### config.mk
export PLATFORM = sky130hd
export DESIGN_NAME = operand_feed_lane
export DESIGN_NICKNAME = d
export VERILOG_FILES = /design/src/rtl/mm_pkg.sv /design/src/rtl/skew_delay_line.sv /design/src/rtl/operand_feed_lane.sv
export SDC_FILE = /design/constraint.sdc
export NUM_CORES = 1
export LEC_CHECK = 0
export BUFFER_PORTS_ARGS = -buffer_cell sky130_fd_sc_hd__buf_2
export CORE_ASPECT_RATIO = 1.4
export CORE_MARGIN = 1.5
export CORE_UTILIZATION = 40
export CTS_BUF_LIST = sky130_fd_sc_hd__clkbuf_16
export DETAILED_ROUTE_END_ITERATION = 10
export SYNTH_ARGS = -nofsm -noshare
export SYNTH_HDL_FRONTEND = slang
export SYNTH_SLANG_ARGS = --single-unit
export TNS_END_PERCENT = 50
### constraint.sdc
create_clock -name clk -period 10.8 [get_ports clk]
set_input_delay 1.62 -clock clk [delete_from_list [all_inputs] [get_ports clk]]
set_output_delay 1.62 -clock clk [all_outputs]
set_load 0.03 [all_outputs]
### src/rtl/mm_pkg.sv
// Shared constants and helpers for the matrix-multiply operand/result paths.
// Element k of a bus word occupies bits [k*DATA_WIDTH +: DATA_WIDTH].
package mm_pkg;

    localparam int unsigned ARRAY_WIDTH_DEF = 4;
    localparam int unsigned DATA_WIDTH_DEF  = 16;
    localparam int unsigned BUS_WIDTH_DEF   = 256;

    function automatic int unsigned beats_per_word(input int unsigned bus_width,
                                                   input int unsigned data_width,
                                                   input int unsigned array_width);
        return bus_width / (data_width * array_width);
    endfunction

    // Element number carried by a given row on a given beat of a word.
    function automatic int unsigned elem_index(input int unsigned beat,
                                               input int unsigned row,
                                               input int unsigned array_width);
        return beat * array_width + row;
    endfunction

endpackage

### src/rtl/skew_delay_line.sv
// Fixed-length valid/data delay line with a common shift enable.
// On an invalid input the first stage keeps its previous data.
module skew_delay_line #(
    parameter int unsigned LENGTH = 1,
    parameter int unsigned WIDTH  = 16
) (
    input  logic             clk,
    input  logic             reset_n,
    input  logic             shift_en,
    input  logic             in_valid,
    input  logic [WIDTH-1:0] in_data,
    output logic             out_valid,
    output logic [WIDTH-1:0] out_data,
    output logic             any_valid
);

    logic [LENGTH-1:0]            valid_q;
    logic [LENGTH-1:0][WIDTH-1:0] data_q;
    logic [LENGTH:0]              valid_sh;
    logic [LENGTH:0][WIDTH-1:0]   data_sh;
    logic [WIDTH-1:0]             first_data;

    // Shift vectors carry one extra slot so LENGTH == 1 needs no special case.
    assign first_data = in_valid ? in_data : data_q[0];
    assign valid_sh   = {valid_q, in_valid};
    assign data_sh    = {data_q, first_data};

    always_ff @(posedge clk) begin
        if (!reset_n) begin
            valid_q <= '0;
            data_q  <= '0;
        end else if (shift_en) begin
            valid_q <= valid_sh[LENGTH-1:0];
            data_q  <= data_sh[LENGTH-1:0];
        end
    end

    assign out_valid = valid_q[LENGTH-1];
    assign out_data  = data_q[LENGTH-1];
    assign any_valid = |valid_q;

endmodule

### src/rtl/operand_feed_lane.sv
// Buffers bus-side operand words and feeds them, one element per row per beat,
// into the systolic array rows with row r lagging row 0 by r cycles.
module operand_feed_lane
    import mm_pkg::*;
#(
    parameter int unsigned ARRAY_WIDTH = ARRAY_WIDTH_DEF,
    parameter int unsigned DATA_WIDTH  = DATA_WIDTH_DEF,
    parameter int unsigned BUS_WIDTH   = BUS_WIDTH_DEF,
    parameter int unsigned DEPTH       = 4
) (
    input  logic                  clk,
    input  logic                  reset_n,
    input  logic [BUS_WIDTH-1:0]  data_i,
    input  logic                  valid_i,
    output logic                  accepted_o,
    input  logic                  array_ready_i,
    output logic [DATA_WIDTH-1:0] array_data_o [ARRAY_WIDTH],
    output logic                  array_valid_o [ARRAY_WIDTH],
    output logic                  busy_o
);

    localparam int unsigned BEATS = beats_per_word(BUS_WIDTH, DATA_WIDTH, ARRAY_WIDTH);
    localparam int unsigned AW    = $clog2(DEPTH);
    localparam int unsigned BCW   = (BEATS > 1) ? $clog2(BEATS) : 1;
    localparam logic [BCW-1:0] LAST_BEAT = BCW'(BEATS - 1);
    localparam logic [BCW-1:0] BEAT_ONE  = 1;
    localparam logic [AW:0]    PTR_ONE   = 1;

    logic [BUS_WIDTH-1:0] mem [DEPTH];
    logic [AW:0]          w_ptr;
    logic [AW:0]          r_ptr;
    logic [BCW-1:0]       beat_cnt;
    logic                 full;
    logic                 empty;
    logic                 advance;
    logic [ARRAY_WIDTH-1:0] row_busy;

    // Beat-major view of the head word: element beat*ARRAY_WIDTH + row.
    logic [BEATS-1:0][ARRAY_WIDTH-1:0][DATA_WIDTH-1:0] head_beats;

    assign empty      = (w_ptr == r_ptr);
    assign full       = (w_ptr[AW] != r_ptr[AW]) && (w_ptr[AW-1:0] == r_ptr[AW-1:0]);
    assign accepted_o = reset_n & valid_i & ~full;
    assign advance    = array_ready_i & ~empty;
    assign head_beats = mem[r_ptr[AW-1:0]];

    always_ff @(posedge clk) begin
        if (accepted_o) begin
            mem[w_ptr[AW-1:0]] <= data_i;
        end
    end

    always_ff @(posedge clk) begin
        if (!reset_n) begin
            w_ptr    <= '0;
            r_ptr    <= '0;
            beat_cnt <= '0;
        end else begin
            if (accepted_o) begin
                w_ptr <= w_ptr + PTR_ONE;
            end
            if (advance) begin
                if (beat_cnt == LAST_BEAT) begin
                    beat_cnt <= '0;
                    r_ptr    <= r_ptr + PTR_ONE;
                end else begin
                    beat_cnt <= beat_cnt + BEAT_ONE;
                end
            end
        end
    end

    for (genvar r = 0; r < ARRAY_WIDTH; r++) begin : g_row
        skew_delay_line #(
            .LENGTH (r + 1),
            .WIDTH  (DATA_WIDTH)
        ) u_skew (
            .clk       (clk),
            .reset_n   (reset_n),
            .shift_en  (array_ready_i),
            .in_valid  (advance),
            .in_data   (head_beats[beat_cnt][r]),
            .out_valid (array_valid_o[r]),
            .out_data  (array_data_o[r]),
            .any_valid (row_busy[r])
        );
    end

    assign busy_o = ~empty | (|row_busy);

endmodule

==> impl_metrics.xml, run 1 <==
<?xml version="1.0" encoding="UTF-8"?>
<metrics>
  <group name="grt">
    <metric name="grt_overflow" unit="">0</metric>
    <metric name="via_count_of_the_first_global_routing_pass" unit="">23000</metric>
    <metric name="antenna_found_initial" unit="">61</metric>
    <metric name="grt_max_degree" unit="">139</metric>
    <metric name="groute.usage.overall" unit="%">17.3</metric>
    <metric name="global_route_wire_length_before_repair" unit="um">148000</metric>
  </group>
  <group name="placed_design">
    <metric name="place.port_buffers" unit="">329</metric>
    <metric name="routabilityCongestion" unit="">0.727</metric>
    <metric name="dpl.hpwl" unit="um">58700</metric>
  </group>
  <group name="synth">
    <metric name="ys_dominant_reg_cell" unit="">edfxtp_1</metric>
    <metric name="synth_fp_nets" unit="">2464</metric>
    <metric name="synth.ff_latch_count" unit="">1198</metric>
    <metric name="synth.avg_cell_area" unit="um^2">20.7</metric>
    <metric name="leading_cell_type_by_number_of_instances_after_synthesis" unit="">edfxtp_1</metric>
    <metric name="yosysWarnings" unit="">0</metric>
    <metric name="synth.top_cells.by_count" unit="">1024 x edfxtp_1, 256 x mux4_2, 234 x mux2i_1</metric>
    <metric name="number_of_enable_flip_flop_cells_after_synthesis" unit="">1024</metric>
    <metric name="synth.top_cells.by_area" unit="">edfxtp_1 68%, mux4_2 13%, dfxtp_1 7.7%</metric>
    <metric name="post_synth_inst_count" unit="">2198</metric>
    <metric name="synth.cell_area" unit="mm^2">0.0455</metric>
    <metric name="proportion_of_netlist_area_held_by_the_largest_area_contributor" unit="%">67.6</metric>
    <metric name="yosys.cell_types.count" unit="">29</metric>
    <metric name="ys_async_sr_fraction" unit="%">0</metric>
    <metric name="yosys.area.top_type" unit="">edfxtp_1</metric>
    <metric name="synth-seq-area-share" unit="%">75.3</metric>
  </group>
  <group name="finish">
    <metric name="final_nets" unit="">2764</metric>
    <metric name="areaGrowthSynthToFinish" unit="%">14.1</metric>
    <metric name="layout_cells_sized_above_1" unit="%">29.9</metric>
    <metric name="filler_cell_count" unit="">9630</metric>
  </group>
  <group name="critical_path">
    <metric name="cp.required" unit="ns">11.14</metric>
    <metric name="critical_path_class" unit="">input port to register</metric>
    <metric name="crit_path_start_kind" unit="">input port</metric>
    <metric name="critical_path_arrival" unit="ns">5.11</metric>
    <metric name="cp_max_fo" unit="">87</metric>
    <metric name="endpoint_kind" unit="">register</metric>
  </group>
  <group name="pwr">
    <metric name="max-vdd-ir-drop" unit="mV">0.163</metric>
    <metric name="total_power" unit="W">0.00940</metric>
    <metric name="cellPowerDensity" unit="mW/mm^2">181</metric>
    <metric name="power.leakage" unit="nW">16.8</metric>
  </group>
  <group name="detailed_routing">
    <metric name="detailed_route_vias_per_instance" unit="">5.28</metric>
    <metric name="detailroute.via_count" unit="">21600</metric>
    <metric name="initialDrtViolationCount" unit="">1453</metric>
    <metric name="postRouteAntennaNets" unit="">0</metric>
    <metric name="drt_wl_total" unit="um">99600</metric>
    <metric name="drtPass1Iterations" unit="">5</metric>
    <metric name="post_drt_wl_per_cell" unit="um">24.3</metric>
    <metric name="post-route-drc-count" unit="">0</metric>
  </group>
  <group name="sta">
    <metric name="worst_clock_skew" unit="ns">0.0417</metric>
    <metric name="finalSetupTns" unit="ns">0</metric>
    <metric name="grt_setup_unrepaired" unit="">false</metric>
    <metric name="max_freq" unit="MHz">210</metric>
    <metric name="worst_slew_margin_rel" unit="%">29.3</metric>
    <metric name="final-setup-viol-count" unit="">0</metric>
    <metric name="final-max-slew-violation-count" unit="">0</metric>
    <metric name="timing.hold.ws" unit="ns">0.502</metric>
    <metric name="worstMarginPinSlew" unit="ns">1.06</metric>
    <metric name="final_min_period_over_clock_period" unit="%">44.1</metric>
    <metric name="hold_violations" unit="">0</metric>
    <metric name="post_route_minimum_period" unit="ns">4.76</metric>
  </group>
  <group name="cts">
    <metric name="clock_slew_seen_by_the_registers_of_the_worst_setup_and_hold_paths" unit="ns">0.06</metric>
    <metric name="postCtsSetupRepairBufs" unit="">0</metric>
    <metric name="tritoncts_num_sinks" unit="">1198</metric>
    <metric name="cts-root-buf" unit="">clkbuf_16</metric>
    <metric name="hold_buffers" unit="">0</metric>
    <metric name="cts.repair.resized" unit="">0</metric>
    <metric name="clk_latency" unit="ns">0.72</metric>
    <metric name="clockBufferDepth" unit="">3</metric>
    <metric name="cts_tree" unit="">built</metric>
    <metric name="cts-buffers-inserted" unit="">110</metric>
    <metric name="cts_max_level" unit="">3</metric>
  </group>
  <group name="floorplanning">
    <metric name="floorplan.die_area" unit="mm^2">0.116</metric>
    <metric name="die_x" unit="um">288</metric>
    <metric name="io_pins" unit="">330</metric>
    <metric name="starting_utilization_of_the_core_area" unit="%">40.3</metric>
    <metric name="die_h" unit="um">402</metric>
    <metric name="core" unit="mm^2">0.113</metric>
    <metric name="core.rowCount" unit="">146</metric>
  </group>
  <group name="run">
    <metric name="maxCapViolCount" unit="">0</metric>
  </group>
  <group name="run_status">
    <metric name="run_status" unit="">finished clean</metric>
  </group>
  <group name="worst_hold_path">
    <metric name="hold_path_class" unit="">register to register</metric>
  </group>
</metrics>
stage by stage:
step / utilization [%] / instance area [um^2] / instances / worst slack, ns
after detailed placement: 42.8 / 48400 / 3866 / 5.20
after CTS: 45.9 / 51800 / 4075 / 5.96
after floorplan: - / 45500 / 2198 / 2.28
after global routing: 45.9 / 51900 / 4086 / 5.79
final: 46.0 / 51900 / 4090 / 6.04
after global placement: 42.8 / 48400 / 3866 / 5.24
path summary, 6_finish.rpt:
kind | start | to | slack (ns) | depth (start not counted)
min reg2reg | g_row[1].u_skew.data_q[10] | g_row[1].u_skew.out_data[10] | 0.50 | 2
max | reset_n | mem[3][215] | 6.04 | 6
min | g_row[1].u_skew.data_q[10] | g_row[1].u_skew.out_data[10] | 0.50 | 2
max reg2reg | r_ptr[2] | mem[3][215] | 6.69 | 6
where the power goes:
part           internal [W]  leakage [nW]  switching (W)
clock               0.00205          1.84        0.00169
combinational      0.000168          4.21       0.000273
sequential          0.00518          10.7      0.0000496
critical path, cell delays in order:
cell      delay, ns
buf_6          0.48
o311ai_0       0.37
inv_1          0.23
and2_4         0.55
buf_4          0.83
buf_4          0.79
final cells by class:
type                    instances  area (um^2)  area share, %
well taps                    1480         1850           3.57
flip-flops and latches       1198        34200           66.0
diodes                         15         37.5         0.0724
clock buffers                 110         2750           5.31
clock inverters                99          731           1.41
inverters                       4         15.0         0.0289
repair buffers                361         1950           3.76
multi-input cells             823        10300           19.9
layout by cell type (no fill, tap or decap), types with 4 or more instances in the layout:
cell       netlist  final
edfxtp_1      1024   1024
buf_2           40    327
mux4_2         256    256
mux2i_1        234    234
dfxtp_1        174    171
nand2_1        134    134
clkbuf_16        0    110
nor2b_1        103    103
o2111a_1        64     64
inv_1            4     38
clkinv_1         0     28
buf_4           58     28
clkinv_2         0     18
diode_2          0     15
bufinv_16        0      8
ha_1             6      6
and2_4           0      4
xnor2_1          4      4
inv_6            0      4
buf_12           0      4
sequential cells by signal, summed over array words and instances, names as in the netlist, named ones only:
name / count
beat_cnt: 2
g_row.u_skew.data_q: 96
g_row.u_skew.out_data: 64
g_row.u_skew.valid_q: 4
mem: 1024
r_ptr: 3
w_ptr: 3
kinds of logic (layout without fill, tap and decap cells):
logic type / Yosys count / after routing / share of synthesized area [%]
AOI/OAI and AO/OA: 71 / 71 / 1.75
xor gates and xnor gates: 7 / 7 / 0.151
adders and majority gates: 6 / 6 / 0.165
buffers and inverters: 177 / 574 / 2.15
DFF: 1198 / 1198 / 75.3
muxes: 490 / 490 / 17.8
other: 0 / 15 / 0
and+or+nand+nor: 249 / 249 / 2.68
per-layer routing:
metal / track usage, % / vias up / part of all wire (%)
met5: 0 / - / 0.30
met4: 6.26 / 48 / 2.6
met3: 4.35 / 205 / 6.3
met2: 28.8 / 563 / 50
met1: 21.7 / 11300 / 40
li1: - / 9478 / -
Note: power is estimated with default switching activity, not from simulation.
==> run 2: changes to the inputs <==
Clock period 10.8 ns to 4.43 ns, I/O delays scaled along.
==> impl_metrics.xml, run 2 (synthesized netlist as in run 1, its figures left out) <==
<?xml version="1.0" encoding="UTF-8"?>
<metrics>
  <group name="critical_path">
    <metric name="critical_path_arrival" unit="ns">2.35</metric>
    <metric name="crit_path_start_kind" unit="">register</metric>
    <metric name="critical_path_cell_by_cell" unit="">xnor2_1, nand4_1, buf_2</metric>
    <metric name="cp.required" unit="ns">3.77</metric>
    <metric name="endpoint_kind" unit="">primary output</metric>
    <metric name="cp_max_fo" unit="">6</metric>
    <metric name="crit_slowest_cell" unit="">xnor2_1</metric>
    <metric name="critical_path.max_stage_delay" unit="ns">0.65</metric>
    <metric name="critical_path_class" unit="">register to primary output</metric>
  </group>
  <group name="cts">
    <metric name="cts-buffers-inserted" unit="">112</metric>
    <metric name="cts_max_level" unit="">3</metric>
    <metric name="hold_buffers" unit="">0</metric>
    <metric name="cts-root-buf" unit="">clkbuf_16</metric>
    <metric name="clock_slew_seen_by_the_registers_of_the_worst_setup_and_hold_paths" unit="ns">0.06</metric>
    <metric name="clockBufferDepth" unit="">3</metric>
    <metric name="cts_tree" unit="">built</metric>
    <metric name="clk_latency" unit="ns">0.71</metric>
    <metric name="cts.repair.resized" unit="">0</metric>
    <metric name="tritoncts_num_sinks" unit="">1198</metric>
    <metric name="postCtsSetupRepairBufs" unit="">0</metric>
  </group>
  <group name="detailed_routing">
    <metric name="detailroute.via_count" unit="">21500</metric>
    <metric name="postRouteAntennaNets" unit="">0</metric>
    <metric name="drtPass1Iterations" unit="">7</metric>
    <metric name="post_drt_wl_per_cell" unit="um">24.5</metric>
    <metric name="drt_wl_total" unit="um">101000</metric>
    <metric name="detailed_route_vias_per_instance" unit="">5.24</metric>
    <metric name="post-route-drc-count" unit="">0</metric>
    <metric name="initialDrtViolationCount" unit="">1232</metric>
  </group>
  <group name="sta">
    <metric name="worstMarginPinSlew" unit="ns">0.969</metric>
    <metric name="final-setup-viol-count" unit="">0</metric>
    <metric name="worst_slack" unit="ns">1.41</metric>
    <metric name="worst_slew_margin_rel" unit="%">35.4</metric>
    <metric name="grt_setup_unrepaired" unit="">false</metric>
    <metric name="worst_clock_skew" unit="ns">0.0245</metric>
    <metric name="post_route_minimum_period" unit="ns">3.02</metric>
    <metric name="hold_violations" unit="">0</metric>
    <metric name="final-max-slew-violation-count" unit="">0</metric>
    <metric name="finalSetupTns" unit="ns">0</metric>
    <metric name="final_min_period_over_clock_period" unit="%">68.1</metric>
    <metric name="max_freq" unit="MHz">332</metric>
  </group>
  <group name="floorplanning">
    <metric name="io_pins" unit="">330</metric>
    <metric name="die_h" unit="um">402</metric>
    <metric name="floorplan.die_area" unit="mm^2">0.116</metric>
    <metric name="core" unit="mm^2">0.113</metric>
    <metric name="starting_utilization_of_the_core_area" unit="%">40.3</metric>
    <metric name="die_x" unit="um">288</metric>
    <metric name="core.rowCount" unit="">146</metric>
  </group>
  <group name="pwr">
    <metric name="power.leakage" unit="nW">17.0</metric>
    <metric name="cellPowerDensity" unit="mW/mm^2">445</metric>
    <metric name="max-vdd-ir-drop" unit="mV">0.354</metric>
  </group>
  <group name="placed_design">
    <metric name="cell_count_after_placement" unit="">3884</metric>
    <metric name="dpl_worst_slack" unit="ns">1.34</metric>
    <metric name="place.port_buffers" unit="">329</metric>
    <metric name="dpl.hpwl" unit="um">61000</metric>
    <metric name="routabilityCongestion" unit="">0.738</metric>
  </group>
  <group name="run">
    <metric name="maxCapViolCount" unit="">0</metric>
  </group>
  <group name="grt">
    <metric name="via_count_of_the_first_global_routing_pass" unit="">23000</metric>
    <metric name="groute.usage.overall" unit="%">17.5</metric>
    <metric name="antenna_found_initial" unit="">61</metric>
    <metric name="global_route_wire_length_before_repair" unit="um">149000</metric>
    <metric name="grt_overflow" unit="">0</metric>
    <metric name="grt_max_degree" unit="">68</metric>
    <metric name="grt_use_met2" unit="%">29.5</metric>
    <metric name="groute.layer.met1.usage" unit="%">21.7</metric>
    <metric name="grt.busiest_layer" unit="">met2</metric>
    <metric name="global_route.usage.met3" unit="%">4.42</metric>
  </group>
  <group name="finish">
    <metric name="filler_cell_count" unit="">9489</metric>
    <metric name="final_cell_mix" unit="">1024 x edfxtp_1, 327 x buf_2, 256 x mux4_2</metric>
    <metric name="layout_cells_sized_above_1" unit="%">30.9</metric>
    <metric name="final_common_cell" unit="">edfxtp_1</metric>
    <metric name="post_layout_nonfiller_instances" unit="">4106</metric>
    <metric name="areaGrowthSynthToFinish" unit="%">15.5</metric>
    <metric name="largest_register_ffs" unit="">1024</metric>
    <metric name="final_nets" unit="">2784</metric>
  </group>
  <group name="run_status">
    <metric name="run_status" unit="">finished clean</metric>
  </group>
  <group name="worst_hold_path">
    <metric name="hold_path_class" unit="">input port to register</metric>
  </group>
</metrics>
-- run 2: per-layer routing --
metal / vias to the layer above / part of all wire, %
met2: 539 / 51
li1: 9509 / -
met1: 11200 / 40
met4: 50 / 2.8
met5: - / 0.31
met3: 228 / 6.1
-- run 2: report_power, final --
part,internal (W),total [W],switching [W]
Sequential,0.0126,0.0127,0.000114
Combinational,0.000430,0.00112,0.000688
Clock,0.00536,0.00950,0.00414
Total,0.0184,0.0233,0.00494
-- run 2: area by class of cell --
| cell class | count | area, um^2 | share of cell area [%] |
|---|---|---|---|
| flip-flops and latches | 1198 | 34200 | 65.2 |
| multi-input cells | 823 | 10300 | 19.6 |
| clock buffers | 115 | 2880 | 5.48 |
| repair buffers | 379 | 2410 | 4.59 |
| well taps | 1480 | 1850 | 3.53 |
| clock inverters | 96 | 791 | 1.51 |
| diodes | 11 | 27.5 | 0.0524 |
| inverters | 4 | 15.0 | 0.0286 |
-- run 2: worst paths after layout --
| kind | from | endpoint | slack [ns] | depth (start not counted) |
|---|---|---|---|---|
| max reg2reg | r_ptr[2] | mem[3][77] | 1.56 | 5 |
| min | data_i[201] | mem[3][201] | 0.16 | 1 |
| max | w_ptr[0] | busy_o | 1.41 | 3 |
| min reg2reg | g_row[3].u_skew.out_data[13] | g_row[3].u_skew.out_data[13] | 0.52 | 2 |
-- run 2: worst max-delay path, delay by kind of cell (launching register included) --
family                    cells  cell delay [ns]
and+or+nand+nor               1             0.34
buffers and inverters         1             0.29
DFF                           1             0.38
xor gates and xnor gates      1             0.65
-- run 2: through the flow --
step                      util [%]  total power [W]  hold WS (ns)  area, um^2
final                         46.5           0.0233         0.160       52500
after floorplan                  -           0.0136         0.480       45500
after detailed placement      43.2           0.0141         0.505       48800
after global placement        43.2           0.0141         0.494       48800
after CTS                     46.5           0.0236        0.0940       52500
after global routing          46.5           0.0241         0.126       52500
==> run 3: changes to the inputs <==
Clock period 4.43 ns to 3 ns, I/O delays scaled along.
==> impl_metrics.xml, run 3 (synthesized netlist as in run 1, its figures left out) <==
<?xml version="1.0" encoding="UTF-8"?>
<metrics>
  <group name="placed_design">
    <metric name="dpl.hpwl" unit="um">63300</metric>
    <metric name="place.port_buffers" unit="">329</metric>
    <metric name="post_dp_cell_area" unit="mm^2">0.0494</metric>
    <metric name="dpl_worst_slack" unit="ns">0.780</metric>
    <metric name="routabilityCongestion" unit="">0.746</metric>
  </group>
  <group name="floorplanning">
    <metric name="core" unit="mm^2">0.113</metric>
    <metric name="io_pins" unit="">330</metric>
    <metric name="starting_utilization_of_the_core_area" unit="%">40.3</metric>
    <metric name="core.rowCount" unit="">146</metric>
    <metric name="die_h" unit="um">402</metric>
    <metric name="floorplan.die_area" unit="mm^2">0.116</metric>
    <metric name="die_x" unit="um">288</metric>
  </group>
  <group name="detailed_routing">
    <metric name="post_drt_wl_per_cell" unit="um">23.7</metric>
    <metric name="drt_wl_total" unit="um">104000</metric>
    <metric name="postRouteAntennaNets" unit="">0</metric>
    <metric name="drtPass1Iterations" unit="">5</metric>
    <metric name="detailroute.via_count" unit="">22600</metric>
    <metric name="detailed_route_vias_per_instance" unit="">5.15</metric>
    <metric name="post-route-drc-count" unit="">0</metric>
    <metric name="initialDrtViolationCount" unit="">1263</metric>
  </group>
  <group name="sta">
    <metric name="worst_clock_skew" unit="ns">0.0183</metric>
    <metric name="max_freq" unit="MHz">386</metric>
    <metric name="post_route_minimum_period" unit="ns">2.59</metric>
    <metric name="worst_slew_margin_rel" unit="%">34.3</metric>
    <metric name="final_min_period_over_clock_period" unit="%">86.2</metric>
    <metric name="worst_slack" unit="ns">0.413</metric>
    <metric name="worstMarginPinSlew" unit="ns">0.986</metric>
    <metric name="final-max-slew-violation-count" unit="">0</metric>
    <metric name="final-setup-viol-count" unit="">0</metric>
    <metric name="hold_violations" unit="">0</metric>
    <metric name="grt_setup_unrepaired" unit="">false</metric>
  </group>
  <group name="run">
    <metric name="maxCapViolCount" unit="">0</metric>
  </group>
  <group name="pwr">
    <metric name="power.internal" unit="W">0.0280</metric>
    <metric name="cellPowerDensity" unit="mW/mm^2">635</metric>
    <metric name="power.sequential.fraction" unit="%">53.1</metric>
    <metric name="max-vdd-ir-drop" unit="mV">0.546</metric>
    <metric name="p_clk_share" unit="%">41.2</metric>
    <metric name="switchingPower" unit="W">0.00739</metric>
    <metric name="power_share_of_the_combinational_group" unit="%">5.7</metric>
    <metric name="switching_share" unit="%">20.9</metric>
    <metric name="total_power" unit="W">0.0354</metric>
    <metric name="power.leakage" unit="nW">18.4</metric>
  </group>
  <group name="finish">
    <metric name="layout.cell_area.non_filler" unit="mm^2">0.0558</metric>
    <metric name="final_nets" unit="">3076</metric>
    <metric name="sequential_cell_area" unit="mm^2">0.0343</metric>
    <metric name="areaGrowthSynthToFinish" unit="%">22.6</metric>
    <metric name="multiInputGateArea" unit="mm^2">0.0103</metric>
    <metric name="final_cell_mix" unit="">1024 x edfxtp_1, 327 x buf_2, 257 x dlygate4sd3_1</metric>
    <metric name="finalCoreUtilization" unit="%">49.4</metric>
    <metric name="layout_cells_sized_above_1" unit="%">29.6</metric>
    <metric name="largest_register_ffs" unit="">1024</metric>
    <metric name="filler_cell_count" unit="">9288</metric>
    <metric name="final_common_cell" unit="">edfxtp_1</metric>
  </group>
  <group name="grt">
    <metric name="groute.usage.overall" unit="%">18.1</metric>
    <metric name="grt_overflow" unit="">0</metric>
    <metric name="antenna_found_initial" unit="">23</metric>
    <metric name="grt_max_degree" unit="">176</metric>
    <metric name="via_count_of_the_first_global_routing_pass" unit="">24500</metric>
    <metric name="global_route_wire_length_before_repair" unit="um">155000</metric>
  </group>
  <group name="run_status">
    <metric name="run_status" unit="">finished clean</metric>
  </group>
  <group name="cts">
    <metric name="postCtsSetupRepairBufs" unit="">0</metric>
    <metric name="clk_latency" unit="ns">0.70</metric>
    <metric name="cts_tree" unit="">built</metric>
    <metric name="tritoncts_num_sinks" unit="">1198</metric>
    <metric name="cts-root-buf" unit="">clkbuf_16</metric>
    <metric name="cts-buffers-inserted" unit="">114</metric>
    <metric name="cts_max_level" unit="">3</metric>
    <metric name="clock_slew_seen_by_the_registers_of_the_worst_setup_and_hold_paths" unit="ns">0.06</metric>
    <metric name="clockBufferDepth" unit="">3</metric>
  </group>
  <group name="critical_path">
    <metric name="cp.required" unit="ns">2.55</metric>
    <metric name="critical_path_class" unit="">register to primary output</metric>
    <metric name="crit_path_start_kind" unit="">register</metric>
    <metric name="endpoint_kind" unit="">primary output</metric>
    <metric name="cp_max_fo" unit="">4</metric>
    <metric name="critical_path_arrival" unit="ns">2.14</metric>
  </group>
  <group name="worst_hold_path">
    <metric name="hold_path_class" unit="">input port to register</metric>
  </group>
</metrics>
run 3: changes by cell type in the layout (fill, tap and decap cells not counted), sizes merged:
| cell | before | now |
|---|---|---|
| clkinv | 47 | 52 |
| diode | 11 | 10 |
| clkbuf | 115 | 118 |
| dlygate4sd3 | 0 | 257 |
| buf | 379 | 412 |
| bufinv | 11 | 16 |
| clkinvlp | 4 | 3 |
| inv | 38 | 29 |
run 3: area by class of cell:
class / instances / share of cell area, %
Tap cell: 1480 / 3.32
Timing Repair Buffer: 669 / 9.83
Inverter: 4 / 0.0269
Sequential cell: 1198 / 61.4
Multi-Input combinational cell: 823 / 18.5
Clock buffer: 118 / 5.29
Antenna cell: 10 / 0.0449
Clock inverter: 96 / 1.55
run 3: critical path, stage by stage, from the launching register on:
cell	delay, ns
dfxtp_1	0.36
nor4_1	0.63
nand4_1	0.21
buf_2	0.25
run 3: power by group through the flow:
stage          Sequential (W)  Clock, W  Combinational [W]
3_3_place_gp           0.0191         0            0.00168
6_report               0.0188    0.0146            0.00200
3_5_place_dp           0.0192         0            0.00174
4_1_cts                0.0188    0.0149            0.00205
2_1_floorplan          0.0192         0           0.000900
5_1_grt                0.0189    0.0155            0.00216
run 3: metrics by stage:
step / TNS (ns) / hold WS, ns / cells
6_report: 0 / 0.236 / 4398
3_5_place_dp: 0 / 0.506 / 3917
4_1_cts: 0 / 0.154 / 4388
3_3_place_gp: 0 / 0.492 / 3917
2_1_floorplan: -175.26 / 0.482 / 2198
5_1_grt: 0 / 0.236 / 4393
run 3: worst paths after layout:
check / from / end / slack, ns / cells past startpoint
setup / recovery: g_row[3].u_skew.valid_q[0] / busy_o / 0.41 / 3
hold / removal: valid_i / w_ptr[1] / 0.24 / 4
setup reg to reg: r_ptr[2] / mem[2][227] / 0.83 / 6
hold reg to reg: g_row[3].u_skew.out_data[15] / g_row[3].u_skew.out_data[15] / 0.51 / 2
run 3: repair_timing:
action,4_1_cts,5_1_grt
endpoints found under the hold margin,1025,0
hold buffers,257,0
resized for setup,0,0
run 3: metal layers:
layer | part of all wire (%) | global-route usage, %
met3 | 4.8 | 3.41
met5 | 0.14 | 0
met2 | 52 | 31.6
met4 | 2.2 | 5.67
met1 | 41 | 22.7
